$ cat src/rtl/sar_search4.sv
// rtl/sar_search4.sv - successive-approximation search against an external comparator
// One result bit is resolved per TEST cycle, MSB first; O is loaded when bit 0 resolves.
module sar_search4 #(
  parameter int N = 4
) (
  input  logic         CLK,
  input  logic         RESET,
  input  logic         START,
  input  logic         ABORT,
  input  logic         LE,
  output logic [N-1:0] TRIAL,
  output logic [N-1:0] O,
  output logic         BUSY,
  output logic         DONE
);

  localparam int KW = $clog2(N);
  localparam logic [KW-1:0] K_TOP = KW'(N - 1);

  typedef enum logic [1:0] {
    IDLE,
    TEST,
    FIN
  } state_t;

  state_t        state_q, state_d;
  logic [N-1:0]  trial_q, trial_d;
  logic [N-1:0]  o_q, o_d;
  logic [KW-1:0] k_q, k_d;
  logic [KW-1:0] k_m1;

  assign k_m1 = k_q - KW'(1);

  always_comb begin
    state_d = state_q;
    trial_d = trial_q;
    o_d     = o_q;
    k_d     = k_q;
    case (state_q)
      IDLE: begin
        trial_d = '0;
        k_d     = K_TOP;
        if (START && !ABORT) begin
          state_d = TEST;
          trial_d = {1'b1, {(N-1){1'b0}}};
        end
      end
      TEST: begin
        if (ABORT) begin
          state_d = IDLE;
          trial_d = '0;
          k_d     = K_TOP;
        end else begin
          // The trial bit is currently 1, so keeping or clearing it is just LE.
          trial_d[k_q] = LE;
          if (k_q != '0) begin
            trial_d[k_m1] = 1'b1;
            k_d           = k_m1;
          end else begin
            state_d = FIN;
            o_d     = trial_d;
          end
        end
      end
      FIN: begin
        state_d = IDLE;
        trial_d = '0;
        k_d     = K_TOP;
      end
      default: begin
        state_d = IDLE;
        trial_d = '0;
        k_d     = K_TOP;
      end
    endcase
  end

  always_ff @(posedge CLK) begin
    if (RESET) begin
      state_q <= IDLE;
      trial_q <= '0;
      o_q     <= '0;
      k_q     <= K_TOP;
    end else begin
      state_q <= state_d;
      trial_q <= trial_d;
      o_q     <= o_d;
      k_q     <= k_d;
    end
  end

  assign TRIAL = trial_q;
  assign O     = o_q;
  assign BUSY  = (state_q == TEST);
  assign DONE  = (state_q == FIN);

endmodule
$ cat config.mk
export PLATFORM = sky130hd
export DESIGN_NAME = sar_search4
export DESIGN_NICKNAME = d
export VERILOG_FILES = /design/src/rtl/sar_search4.sv
export SDC_FILE = /design/constraint.sdc
export NUM_CORES = 1
export LEC_CHECK = 0
export CAP_MARGIN = 20
export CORE_MARGIN = 2
export CORE_UTILIZATION = 30
export DETAILED_ROUTE_END_ITERATION = 10
export PLACE_DENSITY = 0.51
export SYNTH_ARGS = -nofsm -noshare
export SYNTH_HDL_FRONTEND = slang
export SYNTH_SLANG_ARGS = --single-unit
$ cat constraint.sdc
create_clock -name CLK -period 3.85 [get_ports CLK]
set_input_delay 0.385 -clock CLK [delete_from_list [all_inputs] [get_ports CLK]]
set_output_delay 0.385 -clock CLK [all_outputs]
set_load 0.05 [all_outputs]
# [After elaboration in Yosys (flattened, before gate mapping)]
# Index checks and enable logic that the tools add are counted.
[totals] wordCells=39 inputBits=5 reg_bits=12 romBits=0 latchBits=0 memories=0 ramBits=0
[op_classes] div_mod_pow=0 shifts=0 mux=13 addsub=1 mul=0 n_reduce_logical=9 n_bitwise=4 n_lt_le_gt_ge=4 n_eq_ne=4
[ops] operator="4-bit two-way mux" count=3
[ops] operator="4-bit case mux with 2 select lines" count=1
[ops] operator="2-bit by 3-bit < comparator with 1-bit output, second input constant" count=2
[ops] operator="2-bit two-way mux" count=3
[ops] operator="4-bit bitwise mux" count=1
[ops] operator="1-bit demux with 2-bit select" count=2
[ops] operator="2-bit by 1-bit >= comparator with 1-bit output, second input constant" count=2
[ops] operator="4-bit bitwise OR" count=1
[ops] operator="2-bit case mux with 2 select lines" count=1
[ops] operator="1-bit logical AND" count=3
[ops] operator="3-bit inequality test, second input constant" count=1
[ops] operator="1-bit inverter" count=3
[ops] operator="3-bit AND reduction" count=1
[ops] operator="3-bit OR reduction" count=1
[ops] operator="2-bit by 1-bit == test with 1-bit output, second input constant" count=1
[ops] operator="2-bit == test, second input constant" count=1
[ops] operator="2-bit zero test" count=1
[ops] operator="1-bit two-way mux" count=2
[ops] operator="2-bit inequality test, second input constant" count=1
[ops] operator="2-bit AND reduction" count=1
[ops] operator="2-bit nonzero test" count=1
[ops] operator="2-bit by 1-bit subtractor with 2-bit output, second input constant" count=1
[ops] operator="1-bit zero test" count=1

# [Longest topological paths before layout]
[depth] depth_word=9 depth_mapped=6 depth_no_buf=5

# [Least setup slack after synthesis]
# OpenSTA, ideal clock, no wires.
[synth_timing] kind="register -> register" from="register k_q[0]" to="register o_q[0] (netlist: O[0])" setup_time_ps=116 t_arrival_ps=1248 setup_slack_ps=2486 n_path_buf=1 stages_incl_launch_ff=7 synth_period_minus_slack_ps=1364 path_cell_list="dfxtp_1 > inv_1 > ha_1 > and4bb_1 > buf_6 > mux2i_1 > nor2_1"
[synth_via] elab_chain_len=5
[synth_rtl] item="start: declaration" line="29" source="logic [KW-1:0] k_q, k_d;"
[synth_rtl] item="start signal: assignment" line="88" source="k_q <= k_d;"
[synth_rtl] item="2-bit by 3-bit < comparator with 1-bit output (not written as such) or 2-bit by 1-bit >= comparator with 1-bit output (tied branches)" line="55" source="trial_d[k_q] = LE;"
[synth_rtl] item="1-bit logical AND (not written as such)" line="55"
[synth_rtl] item="1-bit two-way mux (not written as such)" line="55"
[synth_rtl] item="1-bit demux with 2-bit select" line="55"
[synth_rtl] item="4-bit bitwise mux" line="55"
[synth_rtl] item="end signal: assignment" line="82" source="o_q <= '0;"
[synth_rtl] item="end signal: assignment" line="87" source="o_q <= o_d;"
[synth_rtl] item="end: declaration" line="28" source="logic [N-1:0] o_q, o_d;"
# Several ways; a longest one is shown, not always the timed one.
# A chain may end at the register's enable or synchronous reset.

# [Final worst setup path]
[layout_timing] from="register state_q[0]" to="output port BUSY"
[layout_via] elab_chain_len=1
[layout_rtl] item="start: declaration" line="26" source="state_t state_q, state_d;"
[layout_rtl] item="start signal: assignment" line="85" source="state_q <= state_d;"
[layout_rtl] item="2-bit by 1-bit == test with 1-bit output" line="94" source="assign BUSY = (state_q == TEST);"
[layout_rtl] item="end: declaration" line="13" source="output logic BUSY,"
# Every way passes these cells.

==> results <==
- The flow ran to the end, and the final reports show no timing, DRC or antenna violations.
- STA puts the critical path data required time at around 3500 ps.
- The placer's final routability congestion estimate is between 0.6 and 0.7.
- The actual slew at the worst max-slew pin is between 400 and 500 ps.
- In this run the most critical hold path is launched from TRIAL[0].
- The origin of the critical flop-to-flop path is k_q[1].
- The largest vdd supply drop is approximately 0.14 mV.
- The remaining max-slew budget at the tightest pin is 67.1%.
- The mux share of post-synthesis cell area is between 10% and 20%.
- In the final routed layout, each cell accounts on average for 10.3 um.
- The switching power total is between 50 and 60 uW.
- Combinational logic is responsible for just under 8% of the overall power.
- Per report_power, the sequential group accounts for 51.1% of the total.
- The area share of fa/ha/maj cells after synthesis is a little under a tenth.
- The count of buffers inserted at the top-level ports is 14.
- STA classifies the critical path startpoint as a flop.
- The total number of nets in the final design is 83.
- The hold buffer count at cts is 0.
- The gate count after technology mapping is between 50 and 60.
- Counting the buffers created by CTS gives 3.
- Entering global routing, the biggest net connects 8 pins.
- The part of the Yosys area used for sequential elements is 44.1%.
- The overall die width is 46.6 um.
- After detailed routing, the number of remaining DRC violations is 0.
- The boundary pin count is 15.
- The maximum clock path buffer count is 2.
- Across the routed clock network, the largest skew measured is approximately 1.9 ps.
- The site row count is 15.
- During synthesis, Yosys emitted a total of 0 warnings.
- The main combinational cell family by area after synthesis is simple AND/OR/NAND/NOR gates.
- The placed instances occupy a cell area of about 700 sq um.
- Net switching is between 20% and 30% of the power.
- The total track usage is between 10 and 15%.
- The post-synthesis sequential element count is 12.
- The internal power is approximately 190 uW.
- After floorplanning, the core was sized to cover around 0.0017 sq mm.
- Max-cap violations in this run came to 0.
- The via count of the first global-routing pass is 380.
- The initial antenna violation count is 0.
- After clock tree synthesis, the clock-pin slew on the worst setup and hold paths is roughly 80 ps.
- The final-report max-slew violation count came to 0.
- The number of hold violations in the final report is 0.
- For this run the aggregate overflow at the end of global routing stands at 0.
- The parity-gate share of the synthesized area counting xor and xnor cells is 1.61%.
- The netlist uses 18 different library cells.
- Detailed placement ended at an HPWL of roughly 780 um.
- The count of vias placed by the detailed router is 431.
- The beginning of the critical path is state_q[0].
- STA puts the critical path data arrival time at 1710 ps.
- The total iterations of the first detailed-routing run is 2.
- The cell at the root of the clock tree is sky130_fd_sc_hd__clkbuf_4.
- TritonCTS built the clock tree.
- Dividing the detail-routed via count by the number of cells gives ~4.4.
- The die footprint is 0.00217 sq mm.
- The share of the clock period used by the worst path is 54.4%.
- Along the worst path, the maximum fanout reaches 7.
- The TritonCTS sink count is 12.
- Dividing the synthesized area by the synthesized cell count gives approximately 9.7 sq um.
- The clock network fraction of total power is between 40 and 50%.
- The cell area after synthesis is 544 sq um.
- The vertical extent of the die is 46.6 um.
- The final layout contains routed wiring with a total length of 1.01 mm.
- The standby leakage power is just over 0.3 nW.
- The count of nets left with antenna violations once routing finished came out at 0.
- The initial standard-cell utilization of the core is 31.9%.
- After layout, the minimum clock period comes to between 2000 and 2500 ps.
- After routing, the total negative slack on setup checks comes to 0 ps.
- Summing the areas of all compound-gate instances in the mapped netlist gives under 10% of the synthesized area.
- The fraction of final layout cells with drive strength greater than 1 is under 10%.
- The critical path class is flop to primary output.
- The count of antenna diodes in the layout is 0.
- The clock latency of the later-clocked register in the worst-skew pair is between 200 and 300 ps.
- The area share of and/or/nand/nor cells after synthesis is between 20% and 30%.
- The final setup violation count is 0.
- Setup repair after global routing left no endpoint under its margin.
- The final standard cell area without fillers is roughly 740 sq um.
- The number of gates resized after CTS was 0.
- The signed area change from the synthesized netlist to the final layout is 36.1%.
- The first global-routing pass estimated about 1.7 mm of wire.
- Timing would allow up to about 480 MHz.
- After clock tree synthesis, the setup repair step added 0 buffers.
- The count of H-tree levels built during CTS is 1.
- For this block, the initial DRC count from the detailed router was 4.
- The type of the tightest min-delay check is flop to flop.
- The power per cell area is 335 mW/mm^2.
- The category of the worst setup path capture point is a primary output.
- The synthesized netlist net count is 65.
## sequential cells by signal (all words and copies together) (netlist names)
register	count
TRIAL	4
O	4
k_q	2
state_q	2
## cells in the mapped netlist
| library cell | n | area [sq um] |
|---|---|---|
| sky130_fd_sc_hd__inv_1 | 3 | 11.3 |
| sky130_fd_sc_hd__a21oi_1 | 2 | 10.0 |
| sky130_fd_sc_hd__nand2_1 | 4 | 15.0 |
| sky130_fd_sc_hd__buf_6 | 1 | 11.3 |
| sky130_fd_sc_hd__a22oi_1 | 1 | 7.51 |
| sky130_fd_sc_hd__nor2_1 | 9 | 33.8 |
| sky130_fd_sc_hd__dfxtp_1 | 12 | 240 |
| sky130_fd_sc_hd__and2b_2 | 2 | 17.5 |
| sky130_fd_sc_hd__and2_1 | 2 | 12.5 |
| sky130_fd_sc_hd__and4bb_1 | 1 | 12.5 |
| sky130_fd_sc_hd__ha_1 | 4 | 50.1 |
| sky130_fd_sc_hd__a211oi_1 | 4 | 30.0 |
| sky130_fd_sc_hd__o22ai_1 | 1 | 6.26 |
| sky130_fd_sc_hd__or3_1 | 1 | 6.26 |
| sky130_fd_sc_hd__nand2b_1 | 1 | 6.26 |
| sky130_fd_sc_hd__mux2i_1 | 6 | 60.1 |
| sky130_fd_sc_hd__xor2_1 | 1 | 8.76 |
| sky130_fd_sc_hd__nand3_1 | 1 | 5.00 |
## logic make-up (layout without fill, tap and decap cells)
group	count (synthesis)	in the layout
compound gates	8	8
xor+xnor	1	1
fa+ha+maj	4	4
buf+inv	4	21
flops	12	12
mux	6	6
simple gates	21	21
## layout make-up
cell class	count	area (sq um)
inverter	3	11.3
clock buffer	4	36.3
multi-input combinational	40	282
fill	171	967
sequential	12	240
timing repair buffer	14	140
tap	25	31.3
## metrics by stage
stage	util (%)	power, mW	hold slack [ps]	std cells	worst slack [ps]
detailed placement	41.2	0.149	480	94	2050
global route	43.4	0.259	515	98	1710
finish	43.4	0.248	495	98	1750
CTS	43.4	0.252	500	98	1730
floorplan	-	0.140	457	56	2490
global placement	41.2	0.149	474	94	2080
## power groups by stage
stage | Sequential [mW] | Combinational, mW | Clock, mW
4_1_cts | 0.127 | 0.0192 | 0.106
6_report | 0.127 | 0.0191 | 0.102
2_1_floorplan | 0.132 | 0.00741 | 0
3_5_place_dp | 0.130 | 0.0190 | 0
5_1_grt | 0.127 | 0.0204 | 0.111
3_3_place_gp | 0.130 | 0.0191 | 0
## metal layers
metal	wire length (um)	GRT usage, %	up-vias
met5	0	0	-
met4	12	8.57	0
met3	51	2.35	2
met2	433	15.3	10
met1	511	14.6	192
li1	-	-	227
## critical path: stages, from the launching register on
cell and delay (ps):
sky130_fd_sc_hd__dfxtp_1 440, sky130_fd_sc_hd__and2b_2 200, sky130_fd_sc_hd__clkdlybuf4s50_1 800
## path summary, 6_finish.rpt
check / endpoint / slack, ps / cells past startpoint
max reg2reg: O[0] / 2290 / 5
min: TRIAL[0] / 500 / 2
min reg2reg: TRIAL[0] / 500 / 2
max: BUSY / 1750 / 2
## layout by cell type, fill, tap and decap left out, drive strengths merged
cell type,netlist,routed
or3,1,1
a211oi,4,4
inv,3,3
a21oi,2,2
xor2,1,1
and2,2,2
and4bb,1,1
ha,4,4
dfxtp,12,12
a22oi,1,1
and2b,2,2
o22ai,1,1
mux2i,6,6
clkdlybuf4s50,0,14
nand2,4,4
clkbuf,0,4
nand2b,1,1
nand3,1,1
nor2,9,9
Power figures use the tool's default switching activity.
==> RTL edit 1, RTL diff (same flow settings) <==
`N`: 4 -> 8.
--- a/src/rtl/sar_search4.sv
+++ b/src/rtl/sar_search4.sv
@@ -2,5 +2,5 @@
 // One result bit is resolved per TEST cycle, MSB first; O is loaded when bit 0 resolves.
 module sar_search4 #(
-  parameter int N = 4
+  parameter int N = 8
 ) (
   input  logic         CLK,
Interface: changed (resized O and TRIAL); port bits go from 15 to 23. The function was not compared with the original's and may differ.
==> RTL edit 1 against the original RTL <==
Combinational power rose by 31%. Highest routed layer unchanged. Power is 42% higher. Synthesized cell count grew 95%. Critical path depth is the same. Clock power rose by 4%. Synthesized area rose by 99%. Sequential share of layout area down 0.73 points. Worst hold slack improved by 0.037 ns. Sequential cell count rose by 9. Routed wire length up 130%. Final area increased by 79%. Worst setup slack got worse by 0.037 ns. Largest power group unchanged. Final cell count is 76% higher.
==> RTL edit 1: results (changes against the original RTL) <==
outcome: "completed"  # unchanged
switching_share_pct: 23.6  # was 22.8%
synth_cell_types: 33  # was 18
synthTopCellsByCount: "dfxtp_1, a21oi_1, mux2i_1, a211oi_2"  # was dfxtp_1, nor2_1, mux2i_1
grt_max_degree: 16  # was 8
fin_skew_ns: 0.00365  # was 0.00189 ns
hpwl_um: 1680  # was 776 um
met1_length_um: 1220  # was 511 um
num_vias: 835  # was 431
crit_path_max_incr_delay_ns: 0.82  # was 0.80 ns
grt_pass1_wl_um: 4060  # was 1660 um
wl_um: 2320  # was 1010 um
powerDensity_mw_per_mm2: 265  # was 335 mW/mm^2
drive_above_1_share_pct: 11.9  # was 8.22%
use_met1_pct: 17.2  # was 14.6%
worstMarginPinSlew_ns: 0.610  # was 0.492 ns
cp_data_arrival_time_ns: 1.75  # was 1.71 ns
synthTopCellsByArea: "dfxtp_1, mux2i_1, a211oi_2, a21oi_1, nand3b_1"  # was dfxtp_1, mux2i_1, ha_1, nor2_1, a211oi_1
place_congestion: 0.793  # was 0.672
leakagePower_nw: 0.450  # was 0.305 nW
met2_usage_pct: 19.5  # was 15.3%
grt.total_usage_pct: 12.5  # was 11.0%
ir_drop_uv: 128  # was 139 uV
placed_area_mm2: 0.00130  # was 704 um^2
firstDrtPassIters: 4  # was 2
use_met3_pct: 1.76  # was 2.35%
clk_pin_slew_ns: 0.12  # was 0.08 ns
RTL edit 1: changes by cell type after synthesis, sizes merged, moves of 5 or more:
cell   delta
a21oi    +13
dfxtp     +9
buf       +6
nor2      -5
RTL edit 1: worst min-delay path, cell delays in order (launching register included):
cell and delay [ns]:
dfxtp_1 0.36, nand3_1 0.09, a21oi_1 0.06
RTL edit 1: stage by stage:
| step | std cells | utilization (%) | hold WS [ns] | worst slack (ns) |
|---|---|---|---|---|
| floorplan | 109 | - | 0.495 | 2.10 |
| global route | 172 | 39.1 | 0.570 | 1.59 |
| CTS | 172 | 39.1 | 0.535 | 1.69 |
| finish | 172 | 39.1 | 0.532 | 1.72 |
| global placement | 168 | 38.4 | 0.521 | 1.86 |
| detailed placement | 168 | 38.4 | 0.517 | 1.77 |
RTL edit 1: cells by family after synthesis:
family	count (synthesis)	share of synthesized area (%)
XOR/XNOR	3	3.13
multiplexers	9	8.33
AND/OR/NAND/NOR	35	22.2
adder cells (fa/ha/maj)	2	2.31
AO/OA/AOI/OAI	27	18.6
flip-flops	21	38.9
buffers and inverters	12	6.48
RTL edit 1: final timing paths:
kind / from / end / slack [ns] / cells past startpoint
worst max-delay path: state_q[0] / BUSY / 1.72 / 2
worst min-delay path: TRIAL[5] / O[5] / 0.53 / 2
worst max register to register: k_q[0] / O[7] / 1.78 / 5
worst min register to register: TRIAL[5] / O[5] / 0.53 / 2
RTL edit 1: cell type report:
cell class	instances	area [um^2]
Sequential cell	21	420
Inverter	3	11.3
Fill cell	351	2060
Clock buffer	4	26.3
Tap cell	46	57.6
Multi-Input combinational cell	76	591
Timing Repair Buffer	22	220
==> RTL edit 2, RTL diff (same flow settings) <==
Without the edit above. Take the reset off `o_q` and load it in a clocked block of its own.
--- a/src/rtl/sar_search4.sv
+++ b/src/rtl/sar_search4.sv
@@ -80,12 +80,14 @@
       state_q <= IDLE;
       trial_q <= '0;
-      o_q     <= '0;
       k_q     <= K_TOP;
     end else begin
       state_q <= state_d;
       trial_q <= trial_d;
-      o_q     <= o_d;
       k_q     <= k_d;
     end
+  end
+
+  always_ff @(posedge CLK) begin
+    o_q <= o_d;
   end
 
Function: differs if RESET is asserted again (counterexample within 10 cycles, from zero or initial values and one cycle with RESET high); with RESET held inactive, the same outputs for 10 cycles.
==> RTL edit 2 against the original RTL <==
Power is 6.4% lower. Sequential cell count stayed put. Worst setup slack worse by 0.039 ns. Highest routed layer unchanged. Non-clock buffer count stayed put. Synthesized area is 5.1% higher. Final area is 3.4% higher. Global-route usage is 0.54 points lower. Largest cell class is now sequential cells. Routed wire length is 1.4% lower. Synthesized cell count is 7.1% lower.
==> RTL edit 2: results (changes against the original RTL) <==
r2r_setup_slack_ns: 2.10  # was 2.29 ns
fin_skew_ns: 0.00264  # was 0.00189 ns
reg2reg_depth: 4  # was 5
cp_data_arrival_time_ns: 1.75  # was 1.71 ns
nMultiInputCombCells: 34  # was 40
synthTopCellsByCount: "dfxtp_1, inv_1, nor2b_1, edfxtp_1, ha_1"  # was dfxtp_1, nor2_1, mux2i_1
place_congestion: 0.683  # was 0.672
fill_cells: 188  # was 171
dp.cells: 90  # was 94
r2r-start: "k_q[0]"  # was k_q[1]
buf_share_pct: 18.3  # was 18.9%
post-place-ws_ns: 2.01  # was 2.05 ns
synth_enable_flop_cells: 4  # was 0
final-clk-cell-share_pct: 3.43  # was 4.90%
multi_input_area_um2: 269  # was 282 um^2
synth_fp_nets: 61  # was 65
crit_fanout: 8  # was 7
final_util_pct: 43.4  # about the same
r2r_end: "O[3]"  # was O[0]
chipWidth_um: 47.7  # was 46.6 um
num_vias: 402  # was 431
hpwl_um: 775  # was 776 um
drive_above_1_share_pct: 13.0  # was 8.22%
worst_hold_slack_ns: 0.554  # was 0.495 ns
fin_crit_sh_pct: 55.5  # was 54.4%
synthTopCellsByArea: "dfxtp_1, edfxtp_1, ha_1, nor2b_1, mux2_2"  # was dfxtp_1, mux2i_1, ha_1, nor2_1, a211oi_1
outcome: "completed"  # unchanged
ys_seq_area_share_pct: 49.0  # was 44.1%
leakagePower_nw: 0.311  # was 0.305 nW
==> RTL edit 2: logic make-up after synthesis <==
family,synth area share [%]
XOR/XNOR,1.53
flip-flops,49.0
buffers and inverters,3.94
adder cells (fa/ha/maj),8.75
AND/OR/NAND/NOR,20.6
AO/OA/AOI/OAI,10.5
multiplexers,5.69
==> RTL edit 2: layer usage <==
| layer | GRT usage [%] | routed length (um) | part of all wire [%] |
|---|---|---|---|
| met1 | 14.1 | 514 | 52 |
| met3 | 3.77 | 50 | 5.0 |
| met5 | 0 | 0 | 0 |
| met4 | 6.49 | 19 | 1.9 |
| met2 | 14.3 | 410 | 41 |
==> RTL edit 2: critical path, stage by stage (launching register included) <==
cell and delay [ns]:
dfxtp_1 0.46, inv_1 0.10, nor2_1 0.12, clkdlybuf4s50_1 0.80
==> RTL edit 2: where the power goes <==
part	switching (W)	internal, W	total (W)
clock network	0.0000398	0.0000400	0.0000798
logic	0.0000102	0.00000931	0.0000195
registers	0.00000183	0.000132	0.000133
